==> src/rtl/approx_mul_trunc_pipe_pkg.sv <==
// Shared types and power-up defaults for the approximate truncating multiplier.
package approx_mul_pkg;

  typedef enum logic [1:0] {
    MODE_EXACT = 2'd0,
    MODE_TRUNC = 2'd1,
    MODE_COMP  = 2'd2
  } mode_e;

  typedef enum logic {
    ST_RUN   = 1'b0,
    ST_DRAIN = 1'b1
  } state_e;

  localparam mode_e DEFAULT_MODE = MODE_TRUNC;

  // Encoding 3 is reserved and behaves exactly like plain truncation.
  function automatic mode_e normMode(input logic [1:0] raw);
    case (raw)
      2'd0:    return MODE_EXACT;
      2'd2:    return MODE_COMP;
      default: return MODE_TRUNC;
    endcase
  endfunction

endpackage

==> src/rtl/approx_mul_trunc_pipe_if.sv <==
// Stream and configuration handshakes of the approximate multiplier.
interface approx_mul_trunc_pipe_if #(
  parameter int WIDTH = 16,
  parameter int KW    = $clog2(WIDTH + 1)
) ();

  logic                 cfg_valid;
  logic                 cfg_ready;
  logic [1:0]           cfg_mode;
  logic [KW-1:0]        cfg_trunc;
  logic                 in_valid;
  logic                 in_ready;
  logic [WIDTH-1:0]     in_a;
  logic [WIDTH-1:0]     in_b;
  logic                 out_valid;
  logic                 out_ready;
  logic [2*WIDTH-1:0]   out_z;
  logic [1:0]           out_mode;
  logic                 busy;
  logic [31:0]          op_count;

  modport master (
    output cfg_valid, cfg_mode, cfg_trunc, in_valid, in_a, in_b, out_ready,
    input  cfg_ready, in_ready, out_valid, out_z, out_mode, busy, op_count
  );

  modport slave (
    input  cfg_valid, cfg_mode, cfg_trunc, in_valid, in_a, in_b, out_ready,
    output cfg_ready, in_ready, out_valid, out_z, out_mode, busy, op_count
  );

endinterface

==> src/rtl/approx_mul_trunc_pipe_mask.sv <==
// Combinational operand transform: clear the low k bits, optionally re-inserting
// the half-LSB so the truncated value sits at the midpoint of the dropped range.
module approx_operand_mask
  import approx_mul_pkg::*;
#(
  parameter int WIDTH     = 16,
  parameter int TRUNC_MAX = 10,
  parameter int KW        = $clog2(WIDTH + 1)
) (
  input  logic [WIDTH-1:0] i_x,
  input  mode_e            i_mode,
  input  logic [KW-1:0]    i_k,
  output logic [WIDTH-1:0] o_y
);

  // k never exceeds TRUNC_MAX, so only the bits below it need any logic.
  always_comb begin
    o_y = i_x;
    if (i_mode != MODE_EXACT) begin
      for (int i = 0; i < TRUNC_MAX; i++) begin
        if (KW'(i) < i_k) o_y[i] = 1'b0;
        if ((i_mode == MODE_COMP) && (KW'(i + 1) == i_k)) o_y[i] = 1'b1;
      end
    end
  end

endmodule

==> src/rtl/approx_mul_trunc_pipe.sv <==
// Pipelined unsigned approximate multiplier with runtime truncation depth and a
// drain-then-apply configuration FSM so reconfiguration never touches in-flight data.
module approx_mul_trunc_pipe
  import approx_mul_pkg::*;
#(
  parameter int WIDTH     = 16,
  parameter int TRUNC_MAX = 10,
  parameter int STAGES    = 2,
  parameter int KW        = $clog2(WIDTH + 1)
) (
  input logic                    clk,
  input logic                    rst,
  approx_mul_trunc_pipe_if.slave bus
);

  localparam int PW   = 2 * WIDTH;
  localparam int LAST = STAGES - 1;

  state_e            r_state;
  state_e            w_nextState;
  mode_e             r_cfgMode;
  logic [KW-1:0]     r_cfgK;
  logic [STAGES-1:0] r_vld;
  mode_e             r_mode [STAGES];
  logic [31:0]       r_opCount;

  logic              w_stall;
  logic              w_en;
  logic              w_busy;
  logic              w_inReady;
  logic              w_cfgReady;
  logic              w_accept;
  logic [KW-1:0]     w_cfgK;
  logic [WIDTH-1:0]  w_maskA;
  logic [WIDTH-1:0]  w_maskB;
  logic [PW-1:0]     w_outZ;

  // A stalled output freezes the whole pipe; bubbles are not squeezed out.
  assign w_stall  = r_vld[LAST] && !bus.out_ready;
  assign w_en     = !w_stall;
  assign w_busy   = |r_vld;
  assign w_accept = bus.in_valid && w_inReady;
  assign w_cfgK   = (bus.cfg_trunc > KW'(TRUNC_MAX)) ? KW'(TRUNC_MAX) : bus.cfg_trunc;

  always_ff @(posedge clk or posedge rst) begin
    if (rst) begin
      r_state   <= ST_RUN;
      r_cfgMode <= DEFAULT_MODE;
      r_cfgK    <= KW'(TRUNC_MAX);
    end else begin
      r_state <= w_nextState;
      if (w_cfgReady) begin
        r_cfgMode <= normMode(bus.cfg_mode);
        r_cfgK    <= w_cfgK;
      end
    end
  end

  always_comb begin
    w_nextState = r_state;
    w_inReady   = 1'b0;
    w_cfgReady  = 1'b0;
    case (r_state)
      ST_RUN: begin
        w_inReady = w_en;
        if (bus.cfg_valid) w_nextState = ST_DRAIN;
      end
      ST_DRAIN: begin
        if (!w_busy) begin
          w_cfgReady  = 1'b1;
          w_nextState = ST_RUN;
        end
      end
      default: w_nextState = ST_RUN;
    endcase
  end

  approx_operand_mask #(.WIDTH(WIDTH), .TRUNC_MAX(TRUNC_MAX), .KW(KW)) u_maskA (
    .i_x    (bus.in_a),
    .i_mode (r_cfgMode),
    .i_k    (r_cfgK),
    .o_y    (w_maskA)
  );

  approx_operand_mask #(.WIDTH(WIDTH), .TRUNC_MAX(TRUNC_MAX), .KW(KW)) u_maskB (
    .i_x    (bus.in_b),
    .i_mode (r_cfgMode),
    .i_k    (r_cfgK),
    .o_y    (w_maskB)
  );

  // Mode tags travel with their data; payload registers only load behind a valid.
  always_ff @(posedge clk or posedge rst) begin
    if (rst) begin
      r_vld <= '0;
      for (int s = 0; s < STAGES; s++) r_mode[s] <= DEFAULT_MODE;
    end else if (w_en) begin
      r_vld[0] <= w_accept;
      if (w_accept) r_mode[0] <= r_cfgMode;
      for (int s = 1; s < STAGES; s++) begin
        r_vld[s] <= r_vld[s-1];
        if (r_vld[s-1]) r_mode[s] <= r_mode[s-1];
      end
    end
  end

  generate
    if (STAGES == 1) begin : g_single
      logic [PW-1:0] r_z;

      always_ff @(posedge clk or posedge rst) begin
        if (rst) begin
          r_z <= '0;
        end else if (w_en && w_accept) begin
          r_z <= PW'(w_maskA) * PW'(w_maskB);
        end
      end

      assign w_outZ = r_z;
    end else begin : g_multi
      logic [WIDTH-1:0] r_opA;
      logic [WIDTH-1:0] r_opB;
      logic [PW-1:0]    r_z [STAGES-1];

      // Stage 1 holds masked operands; entry s-1 of r_z holds the product of stage s+1.
      always_ff @(posedge clk or posedge rst) begin
        if (rst) begin
          r_opA <= '0;
          r_opB <= '0;
          for (int s = 0; s < STAGES - 1; s++) r_z[s] <= '0;
        end else if (w_en) begin
          if (w_accept) begin
            r_opA <= w_maskA;
            r_opB <= w_maskB;
          end
          if (r_vld[0]) r_z[0] <= PW'(r_opA) * PW'(r_opB);
          for (int s = 1; s < STAGES - 1; s++) begin
            if (r_vld[s]) r_z[s] <= r_z[s-1];
          end
        end
      end

      assign w_outZ = r_z[STAGES-2];
    end
  endgenerate

  always_ff @(posedge clk or posedge rst) begin
    if (rst) begin
      r_opCount <= '0;
    end else if (r_vld[LAST] && bus.out_ready) begin
      r_opCount <= r_opCount + 32'd1;
    end
  end

  assign bus.in_ready  = w_inReady;
  assign bus.cfg_ready = w_cfgReady;
  assign bus.out_valid = r_vld[LAST];
  assign bus.out_z     = w_outZ;
  assign bus.out_mode  = r_mode[LAST];
  assign bus.busy      = w_busy;
  assign bus.op_count  = r_opCount;

endmodule

==> src/flat_wrapper.sv <==
// flat-port wrapper written by rule: the top's interface ports become plain ports
module approx_mul_trunc_pipe_flat import approx_mul_pkg::*;
#(
  parameter int WIDTH     = 16,
  parameter int TRUNC_MAX = 10,
  parameter int STAGES    = 2,
  parameter int KW        = $clog2(WIDTH + 1)
)
  (clk, rst, bus_cfg_valid, bus_cfg_mode, bus_cfg_trunc, bus_in_valid, bus_in_a, bus_in_b, bus_out_ready, bus_cfg_ready, bus_in_ready, bus_out_valid, bus_out_z, bus_out_mode, bus_busy, bus_op_count);
  approx_mul_trunc_pipe_if #(.WIDTH(WIDTH), .KW(KW)) bus_i ();
  input logic clk;
  input logic rst;
  input wire logic [$bits(bus_i.cfg_valid)-1:0] bus_cfg_valid;
  input wire logic [$bits(bus_i.cfg_mode)-1:0] bus_cfg_mode;
  input wire logic [$bits(bus_i.cfg_trunc)-1:0] bus_cfg_trunc;
  input wire logic [$bits(bus_i.in_valid)-1:0] bus_in_valid;
  input wire logic [$bits(bus_i.in_a)-1:0] bus_in_a;
  input wire logic [$bits(bus_i.in_b)-1:0] bus_in_b;
  input wire logic [$bits(bus_i.out_ready)-1:0] bus_out_ready;
  output wire logic [$bits(bus_i.cfg_ready)-1:0] bus_cfg_ready;
  output wire logic [$bits(bus_i.in_ready)-1:0] bus_in_ready;
  output wire logic [$bits(bus_i.out_valid)-1:0] bus_out_valid;
  output wire logic [$bits(bus_i.out_z)-1:0] bus_out_z;
  output wire logic [$bits(bus_i.out_mode)-1:0] bus_out_mode;
  output wire logic [$bits(bus_i.busy)-1:0] bus_busy;
  output wire logic [$bits(bus_i.op_count)-1:0] bus_op_count;
  assign bus_i.cfg_valid = bus_cfg_valid;
  assign bus_i.cfg_mode = bus_cfg_mode;
  assign bus_i.cfg_trunc = bus_cfg_trunc;
  assign bus_i.in_valid = bus_in_valid;
  assign bus_i.in_a = bus_in_a;
  assign bus_i.in_b = bus_in_b;
  assign bus_i.out_ready = bus_out_ready;
  assign bus_cfg_ready = bus_i.cfg_ready;
  assign bus_in_ready = bus_i.in_ready;
  assign bus_out_valid = bus_i.out_valid;
  assign bus_out_z = bus_i.out_z;
  assign bus_out_mode = bus_i.out_mode;
  assign bus_busy = bus_i.busy;
  assign bus_op_count = bus_i.op_count;
  approx_mul_trunc_pipe #(.WIDTH(WIDTH), .TRUNC_MAX(TRUNC_MAX), .STAGES(STAGES), .KW(KW)) u_core (.clk(clk), .rst(rst), .bus(bus_i));
endmodule
==> config.mk <==
export PLATFORM = sky130hd
export DESIGN_NAME = approx_mul_trunc_pipe_flat
export DESIGN_NICKNAME = d
export VERILOG_FILES = /design/src/rtl/approx_mul_trunc_pipe_pkg.sv /design/src/rtl/approx_mul_trunc_pipe_if.sv /design/src/rtl/approx_mul_trunc_pipe_mask.sv /design/src/rtl/approx_mul_trunc_pipe.sv /design/src/flat_wrapper.sv
export SDC_FILE = /design/constraint.sdc
export NUM_CORES = 1
export LEC_CHECK = 0
export CAP_MARGIN = 20
export CORE_MARGIN = 3
export CORE_UTILIZATION = 60
export CTS_CLUSTER_DIAMETER = 40
export DETAILED_ROUTE_END_ITERATION = 8
export PLACE_DENSITY_LB_ADDON = 0.2
export RECOVER_POWER = 100
export SLEW_MARGIN = 5
export SYNTH_ARGS = -nofsm -noshare
export SYNTH_HDL_FRONTEND = slang
export SYNTH_SLANG_ARGS = --single-unit
export TNS_END_PERCENT = 20
==> constraint.sdc <==
create_clock -name clk -period 11.25 [get_ports clk]
set_input_delay 1.125 -clock clk [delete_from_list [all_inputs] [get_ports clk]]
set_output_delay 1.125 -clock clk [all_outputs]
set_load 0.01 [all_outputs]
# Word-level counts from Yosys, hierarchy flattened

Cells that the tools add are included.

Logic and storage cells: 107
Output and inout bits: 70
Bits in registers: 110
Bits of input ports: 44

Reduce and logical (&&, ||, !) cells: 20
Add/subtract/negate cells: 1
Magnitude comparators: 11
Bitwise gates (word level): 2
Eq/ne operators: 12
Multiplexer cells: 50
Multiply operators: 1

Operators by type and width:

| operator                                                                         | number |
|---|---|
| 1-bit two-way mux                                                                | 45 |
| 32-bit by 1-bit adder with 32-bit output (second input constant)                 | 1 |
| 16-bit by 16-bit multiplier with 32-bit output                                   | 1 |
| 3-bit by 5-bit == test with 1-bit output (first input constant)                  | 4 |
| 3-bit by 5-bit < comparator with 1-bit output (first input constant)             | 4 |
| 10-bit two-way mux                                                               | 2 |
| 4-bit by 5-bit == test with 1-bit output (first input constant)                  | 3 |
| 1-bit logical AND                                                                | 13 |
| 2-bit by 5-bit == test with 1-bit output (first input constant)                  | 2 |
| 1-bit by 5-bit < comparator with 1-bit output (first input constant)             | 2 |
| 2-bit by 5-bit < comparator with 1-bit output (first input constant)             | 2 |
| 4-bit by 5-bit < comparator with 1-bit output (first input constant)             | 2 |
| 1-bit by 5-bit == test with 1-bit output (first input constant)                  | 1 |
| 5-bit by 4-bit greater-than comparator with 1-bit output (second input constant) | 1 |
| 5-bit two-way mux                                                                | 1 |
| 2-bit == test (second input constant)                                            | 2 |
| 2-bit case mux with 2 select lines                                               | 1 |
| 2-bit AND reduction                                                              | 2 |
| 1-bit logical NOT                                                                | 2 |
| 2-bit logical NOT                                                                | 1 |
| 1-bit inverter                                                                   | 2 |
| 1-bit case mux with 2 select lines                                               | 1 |
| 2-bit nonzero test                                                               | 1 |
| 2-bit OR reduction                                                               | 1 |

# Logic depth before layout (Yosys ltp)

Gate-level depths: netlist of the first run.

Depth after elaboration: 6
Depth in mapped cells: 22

# Hierarchy

A second synthesis of the first run with hierarchy kept.

Cell total of the unflattened synthesis: 1498
Area, all modules: 13783.2 um2

Modules (own cells, without submodules):

| module                | area an instance (um2) | times used | sequential area each (um2) | cells each |
|---|---|---|---|---|
| approx_mul_trunc_pipe | 13055.0                | 1          | 2758.9                     | 1386 |
| approx_operand_mask   | 364.1                  | 2          | 0.0                        | 56 |

# Worst setup path after synthesis of the first run

Ideal clock, no wire load.

Path kind: register to register
Start: register u_core.g_multi.r_opB[9]
End: register u_core.g_multi.r_z, in the netlist u_core.bus.out_z[28]
Clock period less this slack: 5705 ps
Data arrival time: 5609 ps
Data required time: 11155 ps
Path buffers: 2
Stages on the path, launching flop included: 22
Slack: 5545 ps
Library setup time: 95 ps
Path through: dfrtp_1 > clkbuf_1 > clkbuf_1 > nand2_1 > fa_1 > inv_1 > fa_1 > inv_1 > fa_1 > inv_1 > fa_1 > fa_1 > inv_1 > fa_1 > inv_1 > ha_1 > nand2_2 > o21ai_0 > a21oi_1 > o221a_2 > and3b_1 > o31ai_1

Longest elaborated chain between the ends: 1

Ends and longest elaborated chain:

| element                                        | RTL line                     | text |
|---|---|---|
| start, declared                                | approx_mul_trunc_pipe.sv:122 | `logic [WIDTH-1:0] r_opB;` |
| start signal, assigned                         | approx_mul_trunc_pipe.sv:134 | `r_opB <= w_maskB;` |
| 16-bit by 16-bit multiplier with 32-bit output | approx_mul_trunc_pipe.sv:136 | `if (r_vld[0]) r_z[0] <= PW'(r_opA) * PW'(r_opB);` |
| end signal, assigned by index                  | approx_mul_trunc_pipe.sv:138 | `if (r_vld[s]) r_z[s] <= r_z[s-1];` |
| end, declared                                  | approx_mul_trunc_pipe.sv:123 | `logic [PW-1:0] r_z [STAGES-1];` |

No other way between the ends.
A chain may end at the register's enable or synchronous reset.

# Worst setup path after layout of the first run

Start: register u_core.g_multi.r_opA[9]
End: register u_core.g_multi.r_z, in the netlist u_core.bus.out_z[27]

Longest elaborated chain between the ends: 1

Ends and longest elaborated chain:

| element                                        | RTL line                     | text |
|---|---|---|
| start, declared                                | approx_mul_trunc_pipe.sv:121 | `logic [WIDTH-1:0] r_opA;` |
| start signal, assigned                         | approx_mul_trunc_pipe.sv:133 | `r_opA <= w_maskA;` |
| 16-bit by 16-bit multiplier with 32-bit output | approx_mul_trunc_pipe.sv:136 |  |

No other way between the ends.

==> results.cfg, run 1 <==
[cts]
num_clock_sinks = 110
tritoncts_clock_tree = done
clk_pin_slew_ns = 0.09
post_cts.repair.setup_buffers = 0
number_of_buffers_added_by_the_clock_tree_synthesis_step = 9
ctsResizeCount = 0
worst_skew_pair.late_latency_ns = 0.37
cts.path.max_buffers = 2
hold_buffers = 0
ctsRootBufferMaster = sky130_fd_sc_hd__clkbuf_16
h-tree-depth = 3

[sta]
finalClockSkew_ns = 0.0139
worst_slew_pin_slew_ns = 3.91
setup_tns_ns = 0
timing_hold_violations_final = 0
slew_viol_final = 226
worst_slew_margin_rel = -1.60
unrepaired_setup_endpoints_after_global_routing = no
clock.fmax_mhz = 142
setup_viol = 0
final.period_utilization = 0.624
final_critical_delay_including_setup_and_external_delays_ns = 7.02

[synthesis]
ys.flop_type = sky130_fd_sc_hd__dfrtp_1
synthesis.nets = 1851
yosys.area.top_type = sky130_fd_sc_hd__fa_1
synth.lib_cells_used.distinct = 69
seq_area_frac_synth = 0.205
synth.area.top_cells = sky130_fd_sc_hd__fa_1 (29%), sky130_fd_sc_hd__dfrtp_1 (20%), sky130_fd_sc_hd__ha_1 (9.8%)
synth-edff-count = 0
ys_seq_elements = 110
synthCells = 1508
syn_area_per_cell_sq_um = 8.92
synth.cell_area_sq_mm = 0.0135
ys_async_sr_fraction = 1.00
yosysTopAreaCellShare = 0.289
synth-warning-count = 0

[routing]
routedWlPerCell_microns = 17.7
drcViolationCount = 0
antenna_left = 0
via_count = 10600
drt_pre_antenna_iters = 5
viasPerCell = 5.72
drt_iter0_drc = 627
routed_wl_mm = 32.8

[grt]
grt_pass1_wl_mm = 54.1
grt_overflow_total = 0
via_count_of_the_first_global_routing_pass = 10900
groute.usage.overall = 0.280
initial_antenna_violation_count = 0
grt_max_degree = 77

[finish]
mostFrequentLayoutCell = sky130_fd_sc_hd__nand2_1
layout.cell_area.non_filler_sq_mm = 0.0149
layout_common_cells = sky130_fd_sc_hd__nand2_1 (282), sky130_fd_sc_hd__inv_1 (232), sky130_fd_sc_hd__fa_1 (194), sky130_fd_sc_hd__and2_1 (115)
layout-drive-gt1-share = 0.0235
instances_no_fill = 1852
num_antenna_cells = 0
synth_to_final_area_change_pct = 10.9
final_nets = 1910

[setup_path]
crit-reg2reg-capture = u_core.bus.out_z[27]
cp-end-kind = register
worstReg2RegStart = u_core.g_multi.r_opA[9]
cp.required_ns = 11.50
cp-start-kind = register
cp_max_fo = 17
critical_path_class = reg2reg
critical_path_arrival_ns = 7.27
r2r_setup_slack_ns = 4.23
timing.reg2reg.worst_path_depth = 17

[die]
core_region_area_sq_mm = 0.0220
placementRows = 54
die_h_microns = 156
dieWidth_microns = 156
die_area_sq_mm = 0.0243
design.portCount = 114
start_util = 0.613

[run]
max-cap-violations = 4

[place]
place_congestion = 0.907
placedCellCount = 1835
post_dp_cell_area_sq_mm = 0.0147
detailed_place_hpwl_mm = 25.1
io_buffers = 113

[worst_hold_path]
hp-class = reg2reg
worstHoldPathCells = 2
worstHoldEndpoint = u_core.bus.out_mode[0]
worstHoldStart = u_core.bus.out_mode[0]

[status]
violations = max-capacitance violations, max-slew violations
run_status = complete, but fails checks
[flip-flops by register name, indices dropped and copies added, names as in the netlist]
register              flops
u_core.r_mode             2
u_core.bus.out_z         32
u_core.r_cfgK             5
u_core.g_multi.r_opB     16
u_core.r_cfgMode          2
u_core.bus.op_count      32
u_core.g_multi.r_opA     16
u_core.r_vld              2
u_core.bus.out_mode       2
u_core.r_state            1
[synth_stat cells (6+ instances only)]
library cell,count
sky130_fd_sc_hd__nor3_1,16
sky130_fd_sc_hd__a21oi_1,60
sky130_fd_sc_hd__fa_1,194
sky130_fd_sc_hd__o211ai_1,6
sky130_fd_sc_hd__nand2b_1,6
sky130_fd_sc_hd__o21a_1,8
sky130_fd_sc_hd__a21o_1,11
sky130_fd_sc_hd__inv_1,233
sky130_fd_sc_hd__or3_1,8
sky130_fd_sc_hd__and3_1,12
sky130_fd_sc_hd__o21ai_0,47
sky130_fd_sc_hd__dfrtp_1,105
sky130_fd_sc_hd__xor2_1,11
sky130_fd_sc_hd__nand2_1,282
sky130_fd_sc_hd__ha_1,105
sky130_fd_sc_hd__nand3_1,34
sky130_fd_sc_hd__buf_2,8
sky130_fd_sc_hd__xnor2_1,33
sky130_fd_sc_hd__and2_1,120
sky130_fd_sc_hd__nor2_1,41
sky130_fd_sc_hd__clkbuf_1,55
sky130_fd_sc_hd__nand4_1,15
[layout make-up]
cell class	count	area, sq um
sequential	110	2760
multi-input combinational	1096	9480
clock inverter	7	66.3
inverter	233	876
fill	1807	7040
clock buffer	9	225
timing repair buffer	117	1170
tap	280	350
[cells by family (layout without fill, tap and decap cells)]
kind of cell	Yosys count	after routing	synth area share
AND/OR/NAND/NOR	565	565	0.204
buffers and inverters	302	366	0.0858
adder cells (fa/ha/maj)	299	299	0.386
AO/OA/AOI/OAI	186	186	0.0883
flip-flops	110	110	0.205
XOR/XNOR	44	44	0.0287
multiplexers	2	2	0.00167
[metal layers]
layer  GRT usage  share of wire
met1       0.372           0.41
met2       0.480           0.51
met3      0.0397          0.054
met4      0.0854          0.024
met5           0              0
[per-stage QoR]
step           utilization  setup slack, ns  hold WS [ns]
6_report             0.680             4.23         0.461
3_5_place_dp         0.669             4.88         0.456
5_1_grt              0.680             3.82         0.494
2_1_floorplan            -             5.55         0.435
4_1_cts              0.682             4.87         0.468
3_3_place_gp         0.669             4.94         0.450
[worst max path at each step]
| stage | slack, ns | to | from | cells after the start |
|---|---|---|---|---|
| finish | 4.23 | u_core.bus.out_z[27] | u_core.g_multi.r_opA[9] | 17 |
| CTS | 4.87 | u_core.bus.out_z[27] | u_core.g_multi.r_opA[6] | 18 |
| global route | 3.82 | u_core.bus.out_z[27] | u_core.g_multi.r_opA[6] | 18 |
| detailed placement | 4.88 | u_core.bus.out_z[27] | u_core.g_multi.r_opA[5] | 18 |
| global placement | 4.94 | u_core.bus.out_z[27] | u_core.g_multi.r_opA[6] | 18 |
| floorplan | 5.55 | u_core.bus.out_z[28] | u_core.g_multi.r_opB[9] | 21 |
[critical path, stage by stage, from the launching register on]
cell and delay (ns):
sky130_fd_sc_hd__dfrtp_1 0.86, sky130_fd_sc_hd__nand2_1 0.20, sky130_fd_sc_hd__fa_1 0.60, sky130_fd_sc_hd__fa_1 0.44
sky130_fd_sc_hd__fa_1 0.52, sky130_fd_sc_hd__inv_1 0.05, sky130_fd_sc_hd__fa_1 0.48, sky130_fd_sc_hd__fa_1 0.60
sky130_fd_sc_hd__inv_1 0.07, sky130_fd_sc_hd__fa_1 0.53, sky130_fd_sc_hd__inv_1 0.05, sky130_fd_sc_hd__ha_1 0.37
sky130_fd_sc_hd__and2_0 0.29, sky130_fd_sc_hd__nand3_2 0.09, sky130_fd_sc_hd__nor3_1 0.81, sky130_fd_sc_hd__o21bai_1 0.35
sky130_fd_sc_hd__nor3b_1 0.23, sky130_fd_sc_hd__or3_1 0.36
Power of run 1 is not shown: default switching activity piles up to over one toggle a cycle in this logic, so the estimate is an artifact.
==> inputs of run 2 (changes only) <==
==> constraint.sdc (replaced) <==
create_clock -name clk -period 6.8 [get_ports clk]
set_input_delay 0.68 -clock clk [delete_from_list [all_inputs] [get_ports clk]]
set_output_delay 0.68 -clock clk [all_outputs]
set_load 0.01 [all_outputs]
==> run 2 against run 1 <==
  * The run still ends with max-capacitance violations, max-slew violations left
  * Critical path depth rose by 1
  * First-iteration DRC count fell by 5.3%
  * Sequential share of layout area fell by 0.096 points
  * Final area rose by 0.52%
  * Final cell count rose by 0.49%
  * Worst setup slack got worse by 3.8 ns
  * Critical endpoint is now u_core.bus.out_z[20]
  * Largest cell class unchanged
==> results.cfg, run 2 (synthesis gave the netlist of run 1 again) <==
[sta]
timing_hold_violations_final = 0
setup_tns_ns = 0
final.period_utilization = 0.939
final_critical_delay_including_setup_and_external_delays_ns = 6.39
setup_viol = 0
slew_viol_final = 226
finalClockSkew_ns = 0.0162
clock.fmax_mhz = 157
unrepaired_setup_endpoints_after_global_routing = no
finalHoldWorstSlack_ns = 0.464
worst_slew_pin_slew_ns = 3.93
worst_slew_margin_rel = -1.62

[cts]
tritoncts_clock_tree = done
ctsRootBufferMaster = sky130_fd_sc_hd__clkbuf_16
number_of_buffers_added_by_the_clock_tree_synthesis_step = 9
post_cts.repair.setup_buffers = 0
ctsResizeCount = 0
num_clock_sinks = 110
cts.path.max_buffers = 2
h-tree-depth = 3
hold_buffers = 0
clk_pin_slew_ns = 0.08
worst_skew_pair.late_latency_ns = 0.37

[routing]
viasPerCell = 5.75
antenna_left = 0
drcViolationCount = 0
routedWlPerCell_microns = 17.7
via_count = 10700
drt_iter0_drc = 594
drt_pre_antenna_iters = 6
routed_wl_mm = 32.9

[die]
die_area_sq_mm = 0.0243
core_region_area_sq_mm = 0.0220
start_util = 0.613
design.portCount = 114
dieWidth_microns = 156
placementRows = 54
die_h_microns = 156

[finish]
synth_to_final_area_change_pct = 11.5
num_antenna_cells = 0
final_nets = 1919
layout_common_cells = sky130_fd_sc_hd__nand2_1 (282), sky130_fd_sc_hd__inv_1 (232), sky130_fd_sc_hd__fa_1 (194), sky130_fd_sc_hd__and2_1 (115)
mostFrequentLayoutCell = sky130_fd_sc_hd__nand2_1
instances_no_fill = 1861
layout-drive-gt1-share = 0.0310

[place]
io_buffers = 113
detailed_place_hpwl_mm = 25.5
placedCellCount = 1844
place_congestion = 0.931

[setup_path]
cp-end-kind = register
cp.required_ns = 7.10
critical_path_class = reg2reg
cp-start-kind = register
cp_max_fo = 17
critical_path_arrival_ns = 6.68

[grt]
grt_overflow_total = 0
groute.usage.overall = 0.282
grt_pass1_wl_mm = 54.5
initial_antenna_violation_count = 0
via_count_of_the_first_global_routing_pass = 11100
grt_max_degree = 77

[run]
max-cap-violations = 4

[worst_hold_path]
hp-class = reg2reg

[status]
run_status = complete, but fails checks
violations = max-capacitance violations, max-slew violations
-- run 2: worst paths after layout --
path / startpoint / endpoint / slack [ns] / depth (start not counted)
worst max register to register: u_core.g_multi.r_opB[6] / u_core.bus.out_z[20] / 0.41 / 18
worst min-delay path: u_core.bus.out_mode[0] / u_core.bus.out_mode[0] / 0.46 / 2
worst max-delay path: u_core.g_multi.r_opB[6] / u_core.bus.out_z[20] / 0.41 / 18
worst min register to register: u_core.bus.out_mode[0] / u_core.bus.out_mode[0] / 0.46 / 2
max in group asynchronous: rst / u_core.g_multi.r_opA[2] / 1.33 / 3
min in group asynchronous: rst / u_core.bus.out_z[24] / 1.13 / 2
-- run 2: metal layers --
metal,vias up,wire (microns),GRT usage
met1,5327,13400,0.369
met3,87,2060,0.0491
met4,0,1290,0.116
li1,4902,-,-
met5,-,0,0.00397
met2,390,16200,0.470
-- run 2: per-stage QoR --
| step | util | cell area, sq um | worst slack (ns) |
|---|---|---|---|
| 4_1_cts | 0.685 | 15000 | 0.532 |
| 5_1_grt | 0.683 | 15000 | 0.176 |
| 6_report | 0.683 | 15000 | 0.414 |
| 3_3_place_gp | 0.672 | 14700 | 0.643 |
| 3_5_place_dp | 0.672 | 14700 | 0.556 |
| 2_1_floorplan | - | 13500 | 1.10 |
-- run 2: critical path: stages (launching register included) --
cell and delay [ns]:
sky130_fd_sc_hd__dfrtp_1 0.67, sky130_fd_sc_hd__and2_0 0.30, sky130_fd_sc_hd__fa_1 0.55, sky130_fd_sc_hd__inv_1 0.06, sky130_fd_sc_hd__fa_1 0.61, sky130_fd_sc_hd__fa_1 0.45, sky130_fd_sc_hd__fa_1 0.49, sky130_fd_sc_hd__inv_1 0.06
sky130_fd_sc_hd__fa_1 0.54, sky130_fd_sc_hd__inv_1 0.06, sky130_fd_sc_hd__fa_1 0.59, sky130_fd_sc_hd__inv_1 0.06, sky130_fd_sc_hd__ha_1 0.40, sky130_fd_sc_hd__and3_1 0.21, sky130_fd_sc_hd__nand2_1 0.06, sky130_fd_sc_hd__a21oi_1 0.22
sky130_fd_sc_hd__o2111ai_1 0.32, sky130_fd_sc_hd__or4_1 0.55, sky130_fd_sc_hd__nand3_1 0.12
-- run 2: cell type report --
class	count	area, sq um
multi-input combinational	1096	9500
fill	1757	6960
sequential	110	2760
timing repair buffer	126	1220
inverter	233	876
tap	280	350
clock buffer	9	225
clock inverter	7	68.8
Power of run 2 is left out for the same reason.
==> inputs of run 3 (changes only) <==
--- a/config.mk
+++ b/config.mk
@@ -9,6 +9,7 @@
 export CORE_MARGIN = 3
 export CORE_UTILIZATION = 60
 export CTS_CLUSTER_DIAMETER = 40
+export CTS_CLUSTER_SIZE = 25
 export DETAILED_ROUTE_END_ITERATION = 8
 export PLACE_DENSITY_LB_ADDON = 0.2
 export RECOVER_POWER = 100
==> results of run 3 <==
No change in the layout: final DEF, timing and power equal those of run 2.
Power of run 3 is left out for the same reason.
==> edit 1: new RTL, config.mk and constraints of run 2 <==
Reset style: synchronous (`rst`), changed in 5 clocked blocks.
--- a/src/rtl/approx_mul_trunc_pipe.sv
+++ b/src/rtl/approx_mul_trunc_pipe.sv
@@ -42,7 +42,7 @@
   assign w_accept = bus.in_valid && w_inReady;
   assign w_cfgK   = (bus.cfg_trunc > KW'(TRUNC_MAX)) ? KW'(TRUNC_MAX) : bus.cfg_trunc;
 
-  always_ff @(posedge clk or posedge rst) begin
+  always_ff @(posedge clk) begin
     if (rst) begin
       r_state   <= ST_RUN;
       r_cfgMode <= DEFAULT_MODE;
@@ -90,7 +90,7 @@
   );
 
   // Mode tags travel with their data; payload registers only load behind a valid.
-  always_ff @(posedge clk or posedge rst) begin
+  always_ff @(posedge clk) begin
     if (rst) begin
       r_vld <= '0;
       for (int s = 0; s < STAGES; s++) r_mode[s] <= DEFAULT_MODE;
@@ -108,7 +108,7 @@
     if (STAGES == 1) begin : g_single
       logic [PW-1:0] r_z;
 
-      always_ff @(posedge clk or posedge rst) begin
+      always_ff @(posedge clk) begin
         if (rst) begin
           r_z <= '0;
         end else if (w_en && w_accept) begin
@@ -123,7 +123,7 @@
       logic [PW-1:0]    r_z [STAGES-1];
 
       // Stage 1 holds masked operands; entry s-1 of r_z holds the product of stage s+1.
-      always_ff @(posedge clk or posedge rst) begin
+      always_ff @(posedge clk) begin
         if (rst) begin
           r_opA <= '0;
           r_opB <= '0;
@@ -144,7 +144,7 @@
     end
   endgenerate
 
-  always_ff @(posedge clk or posedge rst) begin
+  always_ff @(posedge clk) begin
     if (rst) begin
       r_opCount <= '0;
     end else if (r_vld[LAST] && bus.out_ready) begin
Formal check against the unedited RTL: differs if rst is asserted again (counterexample within 4 cycles, from zero or initial values and one cycle with rst high); with rst held inactive, the same outputs for 4 cycles.
==> edit 1 against run 2 <==
The flow still finishes with violations (capacitance limit, slew limit); count of clock-buffer cells in the layout unchanged; sequential cell count unchanged; final cell count down 0.70%; die area down 2.7%; synthesized area down 2.8%; first-iteration DRC count up 12%; final area down 1.7%; clock skew down 2.1 ps; highest routed layer unchanged; hold slack better by 32 ps; routed wire length up 0.33%; worst setup slack worse by 97 ps.
Power is left out: it rests on default switching activity, and per cell area and clock period it moved more than threefold.
==> edit 1: results (changes against run 2) <==
Run status
  – Status: finished, violations left
  – Failing checks: capacitance limit, slew limit

Logic synthesis
  – EDFF count, synth: 36 (+36)
  – Top post-synthesis cells by area: fa_1, dfxtp_1, ha_1, edfxtp_1, inv_1
  – Post-Synthesis Net Count: 1,835 (-0.86%)
  – Mux contribution to synthesized area: 0.000766 (-0.000909)
  – XOR/XNOR Fraction of Synth Area: 0.0302 (+0.00151)
  – Post-synth cell types: 53 (-23%)
  – Area share of fa/ha/maj cells after synthesis: 0.398 (+0.0113)
  – Compound-cell area share of the yosys netlist: 0.0770 (-0.0113)
  – Synth top cells by count: inv_1, nand2_1, fa_1
  – Share of flip-flops with an asynchronous set or reset: 0 (-1.00)

Worst setup path
  – Worst r2r path cells: 19 (+1)
  – Crit path max fanout: 10 (-7)
  – Worst endpoint data arrival time: 6610 ps (-70 ps)
  – Worst reg2reg setup slack: 320 ps (-100 ps)
  – Slowest stage delay, CP: 700 ps (+30 ps)
  – CP Launch Point: u_core.g_multi.r_opA[0]
  – Worst Setup EP: u_core.g_multi.r_z[0][31]
  – Slowest CP cell: dfxtp_1

Layout
  – # fillers: 1,718 (-2.2%)
  – Nets: 1,911 (-0.42%)
  – Fraction of layout cells with a size suffix above 1: 0.0369 (+0.00588)

Detailed routing
  – Mean routed wirelength per cell: 17.9 microns (+1.0%)
  – Detailed Route Iter0 Violations: 667 (+12%)
  – Via Count: 10,500 (-1.6%)

GRT
  – Total GRT Usage: 0.287 (+0.00480)
  – First-pass GRT wire length: 54,600 microns (+0.20%)
  – Largest net degree at the start of global routing: 80 (+3.9%)

Timing
  – Slew Limit Fails: 115 (-49%)
  – Max_slew headroom: -1.32 (+0.302)
  – Setup Skew: 14.1 ps (-2.12 ps)

Job
  – Max_cap viols: 2 (-2)

Placement
  – Post-DP HPWL: 26,300 microns (+3.4%)
  – Placement Setup Slack: 434 ps (-122 ps)
  – Placed inst area: 0.0144 sq mm (-2.0%)
  – RD Place Congestion: 0.926 (-0.56%)
edit 1: layer usage:
layer  track usage  wire [microns]  up-vias
met3        0.0515            2380       84
met5             0               0        -
met1         0.368           13000     5168
met2         0.480           16100      447
li1              -               -     4831
met4         0.125            1500        0
edit 1: worst min-delay path by stage:
stage,start,to,slack [ps],cells past startpoint
after global placement,u_core.bus.op_count[31],u_core.bus.op_count[31],470,2
final,u_core.bus.op_count[31],u_core.bus.op_count[31],500,2
after detailed placement,u_core.r_vld[0],u_core.r_vld[0],480,2
after CTS,u_core.r_vld[0],u_core.r_vld[0],490,2
after floorplan,u_core.r_vld[0],u_core.r_vld[0],460,2
after global routing,u_core.bus.op_count[31],u_core.bus.op_count[31],530,2
edit 1: final cells by class:
cell class	instances	area [sq um]	share of cell area
multi-input cells	1071	9330	0.632
flip-flops and latches	110	2560	0.174
repair buffers	139	1310	0.0888
inverters	237	890	0.0603
well taps	275	344	0.0233
clock buffers	9	225	0.0153
clock inverters	7	88.8	0.00602
==> edit 2: new RTL, flow settings as in run 2 <==
Without the edit above. `STAGES` is set to 2 in 2 places; all go to 4.
--- a/src/rtl/approx_mul_trunc_pipe.sv
+++ b/src/rtl/approx_mul_trunc_pipe.sv
@@ -5,7 +5,7 @@
 #(
   parameter int WIDTH     = 16,
   parameter int TRUNC_MAX = 10,
-  parameter int STAGES    = 2,
+  parameter int STAGES    = 4,
   parameter int KW        = $clog2(WIDTH + 1)
 ) (
   input logic                    clk,
--- a/src/flat_wrapper.sv
+++ b/src/flat_wrapper.sv
@@ -3,7 +3,7 @@
 #(
   parameter int WIDTH     = 16,
   parameter int TRUNC_MAX = 10,
-  parameter int STAGES    = 2,
+  parameter int STAGES    = 4,
   parameter int KW        = $clog2(WIDTH + 1)
 )
   (clk, rst, bus_cfg_valid, bus_cfg_mode, bus_cfg_trunc, bus_in_valid, bus_in_a, bus_in_b, bus_out_ready, bus_cfg_ready, bus_in_ready, bus_out_valid, bus_out_z, bus_out_mode, bus_busy, bus_op_count);
Behaviour: not the same (a bounded check fails within 4 cycles, from zero or initial values and one cycle with rst high).
==> edit 2 against run 2 <==
The run still ends with capacitance limit, slew limit left; routed wire length grew 13%; utilization shrank 0.32 points; sequential cell count grew 70; final area grew 18%; synthesized cell count grew 10%; sequential share of layout area grew 7.0 points; worst setup slack lost 130 ps; synthesized area grew 19%; global-route usage shrank 0.77 points; maximum frequency shrank 2.0%; critical path type unchanged.
Power is not shown: default switching activity piles up to over one toggle a cycle in this logic, so the estimate is an artifact.
==> edit 2: results (changes against run 2) <==
Logic synthesis
  – Share of flip-flops with an asynchronous set or reset: 1.00 (unchanged)
  – Post-synth cell types: 56 (-19%)
  – Area share of fa/ha/maj cells after synthesis: 0.325 (-0.0616)
  – Flops & latches, synth: 180 (+64%)
  – Mux contribution to synthesized area: 0.0501 (+0.0484)
  – Synth top cells by count: nand2_1, inv_1, fa_1
  – Synth Flop Type: dfrtp_1
  – Compound-cell area share of the yosys netlist: 0.0614 (-0.0269)
  – XOR/XNOR Fraction of Synth Area: 0.0317 (+0.00309)
  – Sequential share of the synthesized area: 0.282 (+0.0769)
  – Post-Synthesis Net Count: 2,002 (+8.2%)
  – Avg Synthesized Cell Area: 9.65 sq um (+8.1%)
  – Top post-synthesis cells by area: dfrtp_1, fa_1, ha_1, nand2_1, inv_1

Worst setup path
  – Crit path max fanout: 17 (unchanged)
  – Worst endpoint data arrival time: 6840 ps (+160 ps)
  – Slowest CP cell: dfrtp_1
  – Slowest stage delay, CP: 790 ps (+120 ps)
  – CP delay by family, top: adder cells

Layout
  – Signal inverters: 237 (+1.7%)
  – Non-Clock Buffer Count: 135 (+7.1%)
  – Comb_multi_in: 1,136 (+3.6%)
  – Clock-cell share: 0.0359 (+0.0163)
  – Fraction of area in multi-input gates: 0.564 (-0.0687)
  – Clock buffers: 17 (+8)
  – Non-Clock Buffer Area Fraction: 0.0719 (-0.00977)
  – Non-filler instance count after layout: 2,055 (+10%)
  – Fraction of layout cells with a size suffix above 1: 0.0802 (+0.0492)
  – # fillers: 2,041 (+16%)
  – Sequential Area: 0.00452 sq mm (+64%)

Run status
  – Failing checks: capacitance limit, slew limit
  – Status: finished, violations left

Detailed routing
  – Drt pass-1 iters: 5 (-1)
  – Total Wirelength: 37,200 microns (+13%)
  – Detailed Route Iter0 Violations: 746 (+26%)
  – Via Count: 11,500 (+7.6%)

Clock tree
  – Post-CTS Setup Inserts: 0 (unchanged)
  – Clock-pin transition on the worst setup and hold timing paths: 90 ps
  – H-tree depth: 4 (+1)
  – Later-pin clock latency in the skew report: 450 ps (+80 ps)

Job
  – Max_cap viols: 5 (+1)

Timing
  – Slew Limit Fails: 249 (+10%)
  – Setup Skew: 15.1 ps (-1.09 ps)
  – Max_slew headroom: -1.63 (-0.0126)
  – Final hold slack: 454 ps (-9.62 ps)

GRT
  – Number of global-route vias before repair: 12,400 (+12%)
  – Total GRT Usage: 0.274 (-0.00773)
  – Largest net degree at the start of global routing: 75 (-2.6%)
  – First-pass GRT wire length: 62,400 microns (+15%)

Placement
  – RD Place Congestion: 0.916 (-1.6%)
  – Placed insts: 2,023 (+9.7%)
  – Post-DP HPWL: 28,800 microns (+13%)
edit 2: cell count changes after synthesis, sizes merged, moves of 6 or more:
| cell | delta |
|---|---|
| buf | +23 |
| dfrtp | +68 |
| o21ai | +7 |
| xnor2 | +9 |
| nand3 | -14 |
| nor3 | -11 |
| mux2 | +68 |
| nand2 | +18 |
| or3 | -7 |
| clkbuf | +14 |
| a21oi | -8 |
| o211ai | -6 |
edit 2: repair_timing:
action                                 in CTS  in global routing
hold buffers                                0                  0
gates resized for setup                     0                  2
endpoints found under the hold margin       0                  0
setup endpoints to repair                   0                  1
edit 2: metal layers:
metal,global-route usage,up-vias,share of wire
met1,0.341,5843,0.40
met3,0.0412,94,0.044
met4,0.119,0,0.041
li1,-,5255,-
met5,0,-,0
met2,0.480,332,0.52
edit 2: worst paths after layout:
check | cells past startpoint | from | end | slack [ps]
setup / recovery | 19 | u_core.g_multi.r_opA[9] | u_core.g_multi.r_z[94] | 280
hold / removal | 2 | u_core.r_mode[6] | u_core.r_mode[4] | 450
setup reg to reg | 19 | u_core.g_multi.r_opA[9] | u_core.g_multi.r_z[94] | 280
hold reg to reg | 2 | u_core.r_mode[6] | u_core.r_mode[4] | 450
max in group asynchronous | 3 | rst | u_core.g_multi.r_opA[10] | 1150
min in group asynchronous | 2 | rst | u_core.bus.out_z[3] | 1200
edit 2: stage by stage:
stage / utilization / worst slack [ps] / instance area (sq um)
2_1_floorplan: - / 820 / 16000
5_1_grt: 0.680 / 18.8 / 17800
3_3_place_gp: 0.658 / 534 / 17200
3_5_place_dp: 0.658 / 363 / 17200
6_report: 0.680 / 282 / 17800
4_1_cts: 0.682 / 367 / 17800
